**src/rtl/sprite_palette_banked.sv**
```systemverilog
// Sprite palette lookup with NUM_BANKS register-based banks of 2^INDEX_W
// 12-bit {R,G,B} entries, a two-stage lookup pipeline, an optional
// transparent index 0 and a frame-counted "flash" override colour.
//
// Reset_n asserts asynchronously everywhere; its release is re-timed to Clk
// through a two-flop synchroniser so that every state element leaves reset
// on the same clock edge.

module sprite_palette_banked #(
  parameter int         INDEX_W      = 4,
  parameter int         NUM_BANKS    = 4,
  parameter int         FLASH_FRAMES = 8,
  parameter logic [11:0] FLASH_COLOR = 12'hFFF,
  parameter bit         TRANSP_EN    = 1'b1,
  localparam int        BANK_W       = (NUM_BANKS > 1) ? $clog2(NUM_BANKS) : 1
) (
  input  logic               Clk,
  input  logic               Reset_n,
  input  logic               px_valid,
  input  logic [INDEX_W-1:0] px_index,
  input  logic [BANK_W-1:0]  px_bank,
  input  logic               wr_en,
  input  logic [BANK_W-1:0]  wr_bank,
  input  logic [INDEX_W-1:0] wr_index,
  input  logic [11:0]        wr_data,
  input  logic               frame_start,
  input  logic               flash_start,
  output logic [3:0]         red,
  output logic [3:0]         green,
  output logic [3:0]         blue,
  output logic               out_valid,
  output logic               transparent,
  output logic               flashing
);

  localparam int              ENTRIES      = 2 ** INDEX_W;
  localparam logic [11:0]     ENTRY0_RESET = 12'hF0F;
  localparam logic [7:0]      FLASH_LOAD   = 8'(FLASH_FRAMES);
  // One bit wider than a bank number so that NUM_BANKS itself is representable.
  localparam logic [BANK_W:0] BANK_LIMIT   = (BANK_W + 1)'(NUM_BANKS);

  typedef enum logic [0:0] {
    IDLE  = 1'b0,
    FLASH = 1'b1
  } flash_state_t;

  // Reset synchroniser
  logic [1:0] rst_sync_r;
  logic       rst_n_s;

  // Palette storage
  logic [11:0] mem_r [NUM_BANKS][ENTRIES];

  // Lookup stage 1
  logic               s1_valid_r;
  logic [INDEX_W-1:0] s1_index_r;
  logic [BANK_W-1:0]  s1_bank_r;

  // Lookup stage 2 (output registers)
  logic [11:0] rgb_r;
  logic        out_valid_r;
  logic        transp_r;

  // Flash FSM
  flash_state_t state_r;
  flash_state_t state_next_s;
  logic [7:0]   cnt_r;
  logic [7:0]   cnt_next_s;
  logic         flashing_r;

  // Address qualification and stage-2 colour selection
  logic        wr_bank_ok_s;
  logic        rd_bank_ok_s;
  logic [11:0] entry_s;
  logic [11:0] color_s;
  logic        transp_s;

  // Async-assert / sync-release reset: internal reset drops two edges after Reset_n rises.
  always_ff @(posedge Clk or negedge Reset_n) begin
    if (!Reset_n) begin
      rst_sync_r <= 2'b00;
    end else begin
      rst_sync_r <= {rst_sync_r[0], 1'b1};
    end
  end

  assign rst_n_s = rst_sync_r[1];

  // Bank numbers at or above NUM_BANKS only exist when NUM_BANKS is not a power of two.
  always_comb begin
    wr_bank_ok_s = 1'b0;
    rd_bank_ok_s = 1'b0;
    if ({1'b0, wr_bank} < BANK_LIMIT) begin
      wr_bank_ok_s = 1'b1;
    end else begin
      wr_bank_ok_s = 1'b0;
    end
    if ({1'b0, s1_bank_r} < BANK_LIMIT) begin
      rd_bank_ok_s = 1'b1;
    end else begin
      rd_bank_ok_s = 1'b0;
    end
  end

  // Palette array: reset pattern on reset, single-entry update on a qualified write.
  always_ff @(posedge Clk or negedge rst_n_s) begin
    if (!rst_n_s) begin
      for (int b = 0; b < NUM_BANKS; b++) begin
        for (int e = 0; e < ENTRIES; e++) begin
          mem_r[b][e] <= (e == 0) ? ENTRY0_RESET : 12'h000;
        end
      end
    end else if (wr_en && wr_bank_ok_s) begin
      mem_r[wr_bank][wr_index] <= wr_data;
    end else begin
      mem_r <= mem_r;
    end
  end

  // Stage 1: capture the lookup request.
  always_ff @(posedge Clk or negedge rst_n_s) begin
    if (!rst_n_s) begin
      s1_valid_r <= 1'b0;
      s1_index_r <= {INDEX_W{1'b0}};
      s1_bank_r  <= {BANK_W{1'b0}};
    end else begin
      s1_valid_r <= px_valid;
      s1_index_r <= px_index;
      s1_bank_r  <= px_bank;
    end
  end

  // Stage-2 read. The array is read before this edge's write lands, so a write
  // on edge N reaches a lookup captured at N but not one captured at N-1.
  always_comb begin
    entry_s = 12'h000;
    if (rd_bank_ok_s) begin
      entry_s = mem_r[s1_bank_r][s1_index_r];
    end else begin
      entry_s = 12'h000;
    end
  end

  // Stage-2 colour priority: transparent index, then flash override, then palette.
  always_comb begin
    color_s  = 12'h000;
    transp_s = 1'b0;
    if (TRANSP_EN && (s1_index_r == {INDEX_W{1'b0}})) begin
      transp_s = 1'b1;
      color_s  = 12'h000;
    end else if (state_r == FLASH) begin
      transp_s = 1'b0;
      color_s  = FLASH_COLOR;
    end else begin
      transp_s = 1'b0;
      color_s  = entry_s;
    end
  end

  // Stage 2: register outputs; colour and transparent hold while no lookup completes.
  always_ff @(posedge Clk or negedge rst_n_s) begin
    if (!rst_n_s) begin
      out_valid_r <= 1'b0;
      rgb_r       <= 12'h000;
      transp_r    <= 1'b0;
    end else begin
      out_valid_r <= s1_valid_r;
      if (s1_valid_r) begin
        rgb_r    <= color_s;
        transp_r <= transp_s;
      end else begin
        rgb_r    <= rgb_r;
        transp_r <= transp_r;
      end
    end
  end

  // Flash FSM next state: flash_start (re)loads the frame count and beats frame_start.
  always_comb begin
    state_next_s = state_r;
    cnt_next_s   = cnt_r;
    case (state_r)
      IDLE: begin
        if (flash_start) begin
          state_next_s = FLASH;
          cnt_next_s   = FLASH_LOAD;
        end else begin
          state_next_s = IDLE;
          cnt_next_s   = cnt_r;
        end
      end
      FLASH: begin
        if (flash_start) begin
          state_next_s = FLASH;
          cnt_next_s   = FLASH_LOAD;
        end else if (frame_start) begin
          if (cnt_r <= 8'd1) begin
            state_next_s = IDLE;
            cnt_next_s   = 8'd0;
          end else begin
            state_next_s = FLASH;
            cnt_next_s   = cnt_r - 8'd1;
          end
        end else begin
          state_next_s = FLASH;
          cnt_next_s   = cnt_r;
        end
      end
      default: begin
        state_next_s = IDLE;
        cnt_next_s   = 8'd0;
      end
    endcase
  end

  // Flash FSM state, frame counter and the registered flashing flag.
  always_ff @(posedge Clk or negedge rst_n_s) begin
    if (!rst_n_s) begin
      state_r    <= IDLE;
      cnt_r      <= 8'd0;
      flashing_r <= 1'b0;
    end else begin
      state_r    <= state_next_s;
      cnt_r      <= cnt_next_s;
      flashing_r <= (state_next_s == FLASH);
    end
  end

  assign red         = rgb_r[11:8];
  assign green       = rgb_r[7:4];
  assign blue        = rgb_r[3:0];
  assign out_valid   = out_valid_r;
  assign transparent = transp_r;
  assign flashing    = flashing_r;

endmodule

```
**config.mk**
```make
export PLATFORM = sky130hd
export DESIGN_NAME = sprite_palette_banked
export DESIGN_NICKNAME = d
export VERILOG_FILES = /design/src/rtl/sprite_palette_banked.sv
export SDC_FILE = /design/constraint.sdc
export NUM_CORES = 1
export LEC_CHECK = 0
export BUFFER_PORTS_ARGS = -buffer_cell sky130_fd_sc_hd__clkbuf_2
export CAP_MARGIN = 20
export CORE_AREA = 2 2 247 249
export CTS_BUF_LIST = sky130_fd_sc_hd__clkbuf_16
export DETAILED_ROUTE_END_ITERATION = 10
export DIE_AREA = 0 0 249 251
export PLACE_DENSITY = 0.76
export REMOVE_ABC_BUFFERS = 1
export SYNTH_ARGS = -nofsm -noshare
export SYNTH_HDL_FRONTEND = slang
export SYNTH_SLANG_ARGS = --single-unit
```
**constraint.sdc**
```tcl
create_clock -name Clk -period 28.4 [get_ports Clk]
set_input_delay 4.26 -clock Clk [delete_from_list [all_inputs] [get_ports Clk]]
set_output_delay 4.26 -clock Clk [all_outputs]
set_load 0.1 [all_outputs]
```
==> impl_results.md, run 1 <==
* Vias in the first global route at between 20,000 and 25,000
* CTS Buf Count at 81
* Final weighted congestion in routability-driven placement at between 0.8 and 0.9
* Commonest non-fill, non-tap cells in the layout: 756 x dfrtp_1, 754 x mux2_2, 195 x mux4_2
* Post-synthesis average cell area at 15.5 sq um
* Clock sinks at about 780
* DR WL/cell at between 20 and 30 um
* EDFF count, synth at 0
* Setup TNS at 0 ps
* Crit path launch type: flop
* Synth Cell Area at roughly 35,000 sq um
* DRT iter0 DRCs at about 1,600
* Main synth FF type: dfrtp_1
* CTS max path bufs at 3
* Maxcap violations at 0
* Leading post-synthesis cells by cell area: dfrtp_1 54%, mux2_2 24%, mux4_2 12%
* Via-per-instance ratio at 6.48
* CTS tree: built
* Initial core utilization at between 50% and 60%
* PostCTS Resize Cnt at 0
* Max-slew violations at 0
* Total power at ~2.7 mW
* Placed Instances at between 2,000 and 3,000
* Final routed DRC violation total at 0
* Mapped Cells at about 2,300
* Die width at between 200 and 250 um
* Port bufs at 44
* Crit path max fanout at 12
* Die Y at ~250 um
* Fmax at between 150 and 200 MHz
* Top cell type's share of synthesized area at a little over half
* Status: completed
* Clock root buffer: clkbuf_16
* Post-Route WL at about 84,000 um
* H-tree levels at 3
* Detailed-placement wirelength estimate at roughly 51,000 um
* WHS at between 300 and 400 ps
* Synth async-reset ratio at 100%
* Hold Path Class: flop to flop
* Setup crit end kind: output port
* Critical-path cell list: clkbuf_2
* Area Overhead vs Synth at 9.12%
* Core area at about 60,000 sq um
* Worst-Skew Late Latency at 630 ps
* Worst-Margin Slew at approximately 1000 ps
* Leading area contributor after synthesis: dfrtp_1
* Yosys Warn Count at 0
* Fin crit period at about 6000 ps
* N_diodes at 0
* Yosys reg bits at about 780
* WP data arrival at 1780 ps
* Crit Path Class: flop to output port
* Postcts setup bufs at 0
* Routed vias at between 20,000 and 25,000
* Final Hold Fails at 0
* Final Util at between 60% and 70%
* Die Area at 62,500 sq um
* Worst endpoint required time at ~24,000 ps
* Multi-input gate area in the final layout at between 15,000 and 20,000 sq um
* # rows at 90
* Peak VDD IR at between 0.04 and 0.05 mV
* WP buf/inv at 1
* Overflow after GRT at 0
* Relative slew slack at between 30% and 40%
* RSZ-0062 raised after global routing: false
* Share of layout cells above drive strength 1 at roughly half
* Largest net degree at the start of global routing at 88
* Filler cells at 4,152
* Sequential area share after synthesis at between 50 and 60%
* Crit path largest cell delay at 620 ps
* Lkg Pwr at roughly 18 nW
* Register area at ~19,000 sq um
* Global Route Usage Sum at around 28%
* Final nets at 2,285
* CP max-delay cell: dfrtp_1
* Worst-path clk slew at 60 ps
* Clock Skew at 24.0 ps
* Finished Layout Cells at 3,095
* Most common cell after layout, fill and taps aside: dfrtp_1
* Initial antenna violation count at 8
* Final setup viols at 0
* DRT Pass-1 Iters at 5
* Distinct cells, synth at 56
* Cell area power density at 70.3 nW/um^2
* # hold bufs at CTS at 0
* First-pass GRT wire length at 132,000 um
* Number of I/O pins at 45
* Final worst-path cycle share at 21.3%
* Remaining antenna violation count after routing at 0
* Crit path max-delay family: flip-flops
## cell usage after synthesis, drive strengths merged (6+ instances only)
| cell type | n |
|---|---|
| mux2 | 764 |
| dfrtp | 760 |
| nor3 | 11 |
| a221oi | 8 |
| mux2i | 44 |
| or2 | 6 |
| nor2b | 14 |
| a22oi | 6 |
| dfstp | 16 |
| nand2 | 59 |
| inv | 16 |
| o21ai | 29 |
| clkbuf | 156 |
| nand2b | 11 |
| buf | 61 |
| mux4 | 195 |
| nand3 | 6 |
| or4 | 8 |
| a21oi | 15 |
| a211oi | 8 |
| nor2 | 40 |
## power breakdown
part	leakage [nW]	switching, mW	internal (mW)
sequential	10.2	0.0815	1.25
combinational	6.55	0.173	0.199
clock	1.29	0.430	0.583
total	18.0	0.684	2.04
## area by class of cell
type / count / share of cell area (%)
clock buffers: 85 / 5.50
clock inverters: 58 / 0.986
inverters: 18 / 0.175
multi-input cells: 1279 / 38.8
flip-flops and latches: 776 / 50.3
well taps: 782 / 2.53
repair buffers: 97 / 1.73
## kinds of logic after synthesis
family | after synthesis | synth area share (%)
AOI/OAI and AO/OA | 99 | 1.94
adders and majority gates | 2 | 0.0706
buffers and inverters | 235 | 2.88
DFF | 776 | 54.8
muxes | 1003 | 37.9
other | 1 | 0.0106
and+or+nand+nor | 174 | 2.38
## metal layers
layer  share of wire [%]  GRT usage, %  vias up  wire length, um
li1                    -             -     8409                -
met4                 2.8          8.94       14             2330
met2                  47          43.2      632            39500
met1                  43          39.8    10868            36300
met3                 6.6          5.47      148             5490
met5               0.096             0        -               80
## sequential cells by signal, summed over array words and instances, names as in the netlist
signal,flops
rst_sync_r,2
rgb_r,12
s1_index_r,4
cnt_r,8
mem_r,744
out_valid,1
s1_valid_r,1
transparent,1
s1_bank_r,2
flashing,1
## per-stage QoR
stage	instance area, sq um	worst slack [ps]
after global placement	36100	21920
after global routing	38700	22340
final	38700	22360
after floorplan	34500	5200
after CTS	38600	22380
after detailed placement	36100	21960
## final timing paths
| check | slack, ps | from | to | cells after the start |
|---|---|---|---|---|
| max in group asynchronous | 23990 | rst_sync_r[1] | mem_r[527] | 5 |
| worst min register to register | 360 | rst_sync_r[0] | rst_sync_r[1] | 0 |
| worst max-delay path | 22360 | flashing | flashing | 1 |
| worst min-delay path | 360 | rst_sync_r[0] | rst_sync_r[1] | 0 |
| min in group asynchronous | 450 | rst_sync_r[1] | s1_bank_r[1] | 0 |
| worst max register to register | 23990 | rst_sync_r[1] | mem_r[527] | 5 |
No activity file was read; power rests on OpenSTA's default activity.
==> inputs of run 2 (changes only) <==
--- a/config.mk
+++ b/config.mk
@@ -7,11 +7,11 @@
 export LEC_CHECK = 0
 export BUFFER_PORTS_ARGS = -buffer_cell sky130_fd_sc_hd__clkbuf_2
 export CAP_MARGIN = 20
-export CORE_AREA = 2 2 247 249
+export CORE_AREA = 2 2 253 255
 export CTS_BUF_LIST = sky130_fd_sc_hd__clkbuf_16
 export DETAILED_ROUTE_END_ITERATION = 10
-export DIE_AREA = 0 0 249 251
-export PLACE_DENSITY = 0.76
+export DIE_AREA = 0 0 255 257
+export PLACE_DENSITY = 0.75
 export REMOVE_ABC_BUFFERS = 1
 export SYNTH_ARGS = -nofsm -noshare
 export SYNTH_HDL_FRONTEND = slang
==> constraint.sdc (replaced) <==
create_clock -name Clk -period 5.26 [get_ports Clk]
set_input_delay 0.789 -clock Clk [delete_from_list [all_inputs] [get_ports Clk]]
set_output_delay 0.789 -clock Clk [all_outputs]
set_load 0.1 [all_outputs]
==> impl_results.md, run 2 (synthesized netlist as in run 1, its figures left out) <==
* Filler cells at between 4,000 and 5,000
* # hold bufs at CTS at 1
* Commonest non-fill, non-tap cells in the layout: 756 x dfrtp_1, 754 x mux2_2, 195 x mux4_2
* Critical-path cell list: buf_12 > mux4_2 > a2111oi_0 > o21ai_1 > a221oi_1 > a21oi_1
* Final worst-path cycle share at between 70% and 80%
* PostCTS Resize Cnt at 0
* Core area at about 63,000 sq um
* Detailed-placement wirelength estimate at between 50,000 and 60,000 um
* Final Hold Fails at 0
* Post-Route WL at just under 90,000 um
* Final nets at ~2,300
* Port bufs at between 40 and 50
* DRT iter0 DRCs at around 1,600
* Area Overhead vs Synth at 9.61%
* Setup crit end kind: flop
* Final weighted congestion in routability-driven placement at between 0.8 and 0.9
* Peak VDD IR at ~0.24 mV
* Status: completed
* CP Launch Point: s1_bank_r[0]
* Worst endpoint required time at between 5000 and 6000 ps
* Number of I/O pins at 45
* Worst-Margin Slew at between 1000 and 1500 ps
* FF-to-FF Start: s1_bank_r[0]
* Busiest layer in global routing: met2
* Routed vias at between 20,000 and 25,000
* Clock root buffer: clkbuf_16
* Die Y at 257 um
* Reg with most FFs: mem_r
* CTS Buf Count at between 80 and 90
* Fin crit period at 4010 ps
* # rows at between 90 and 100
* Finished Layout Cells at about 3,200
* Clock sinks at slightly below 800
* Maxcap violations at 0
* R2R setup slack at between 1000 and 1500 ps
* Crit path largest cell delay at ~1100 ps
* Final Instance Area at around 40,000 sq um
* Initial antenna violation count at 6
* Crit Path Class: flop to flop
* Final Util at between 60% and 70%
* Relative slew slack at 21.6%
* Max FFs per register at approximately 740
* Area after DPL at approximately 36,000 sq um
* Die width at roughly 260 um
* CTS tree: built
* M1 GR Usage at between 30 and 40%
* Global Route Usage Sum at between 20% and 30%
* Postcts setup bufs at 0
* Die Area at about 66,000 sq um
* Vias in the first global route at between 20,000 and 25,000
* Cell area power density at roughly 380 nW/um^2
* Worst-Skew Late Latency at around 620 ps
* Most common cell after layout, fill and taps aside: dfrtp_1
* R2R depth at 6
* Max-slew violations at 0
* CP max-delay cell: dfrtp_4
* Met2 usage at 42.4%
* WHS at between 200 and 300 ps
* WP data arrival at 4450 ps
* Clock Skew at 22.4 ps
* Hold Path End: s1_index_r[1]
* Crit path max-delay family: compound AO/OA/AOI/OAI gates
* Crit path max fanout at 60
* Largest regs: mem_r (744), rgb_r (12), cnt_r (8)
* Initial core utilization at between 50 and 60%
* Setup TNS at 0 ps
* Final routed DRC violation total at 0
* Final setup viols at 0
* H-tree levels at 3
* RSZ-0062 raised after global routing: false
* Largest net degree at the start of global routing at 180
* First-pass GRT wire length at approximately 130,000 um
* Lkg Pwr at about 18 nW
* Hold Path Class: input port to flop
* DR WL/cell at around 27 um
* Overflow after GRT at 0
* CTS max path bufs at 3
* Remaining antenna violation count after routing at 0
* Via-per-instance ratio at 6.38
* Critical R2R Capture: rgb_r[9]
* Placed Instances at ~3,000
* Crit path launch type: flop
* WP buf/inv at 1
* Met3 GRT Util at under 10%
* Worst-path clk slew at 60 ps
* Worst Hold Launch: px_index[1]
* DRT Pass-1 Iters at 5
* Share of layout cells above drive strength 1 at 51.0%
* Fmax at 250 MHz
* WHS Path Cells at 1
run 2: changes by cell type in the layout (fill, tap and decap cells not counted), moves of 2 or more:
cell        delta
buf_4          -8
clkinv_2       -7
buf_12        +10
clkinvlp_4     -2
nor2_2         -2
nor2_1         +2
buf_16         -2
clkbuf_16      -2
inv_1          +4
bufinv_16      +2
diode_2        +5
run 2: report_power, final:
group          switching [mW]  internal, mW  leakage [nW]
combinational           0.899          1.08          6.58
clock                    2.29          3.18          1.29
sequential              0.457          6.77          10.2
run 2: how the worst max path moves through the flow:
stage	end	slack [ps]	cells after the start
finish	rgb_r[9]	1250	6
global route	rgb_r[9]	850	6
CTS	rgb_r[9]	1360	6
detailed placement	rgb_r[9]	1370	6
global placement	rgb_r[7]	1350	6
floorplan	cnt_r[0]	-17940	0
run 2: through the flow:
stage                     power [mW]  worst slack, ps
after floorplan                 8.71           -17940
after global placement          9.15             1350
after detailed placement        9.30             1370
after CTS                       14.8             1360
after global routing            15.3              852
final                           14.7             1250
run 2: per-layer routing:
metal | wire length [um] | part of all wire (%) | up-vias
met5 | 27 | 0.031 | -
met4 | 2090 | 2.4 | 4
met3 | 6080 | 7.0 | 129
met2 | 41400 | 48 | 595
met1 | 36900 | 43 | 11027
li1 | - | - | 8422
run 2: worst register-to-register path: cells and delay by family (launching register included):
family	cells	cell delay [ps]
compound gates	4	1600
buf+inv	1	540
flops	1	1100
mux	1	610
run 2: final cells by class:
type                            instances  area [sq um]  share of cell area, %
Sequential cell                       776         19500                   50.1
Multi-Input combinational cell       1279         15000                   38.6
Clock buffer                           83          2080                   5.34
Tap cell                              846          1060                   2.72
Timing Repair Buffer                   98           769                   1.98
Clock inverter                         56           415                   1.07
Inverter                               18          67.6                  0.174
Antenna cell                            5          12.5                 0.0322
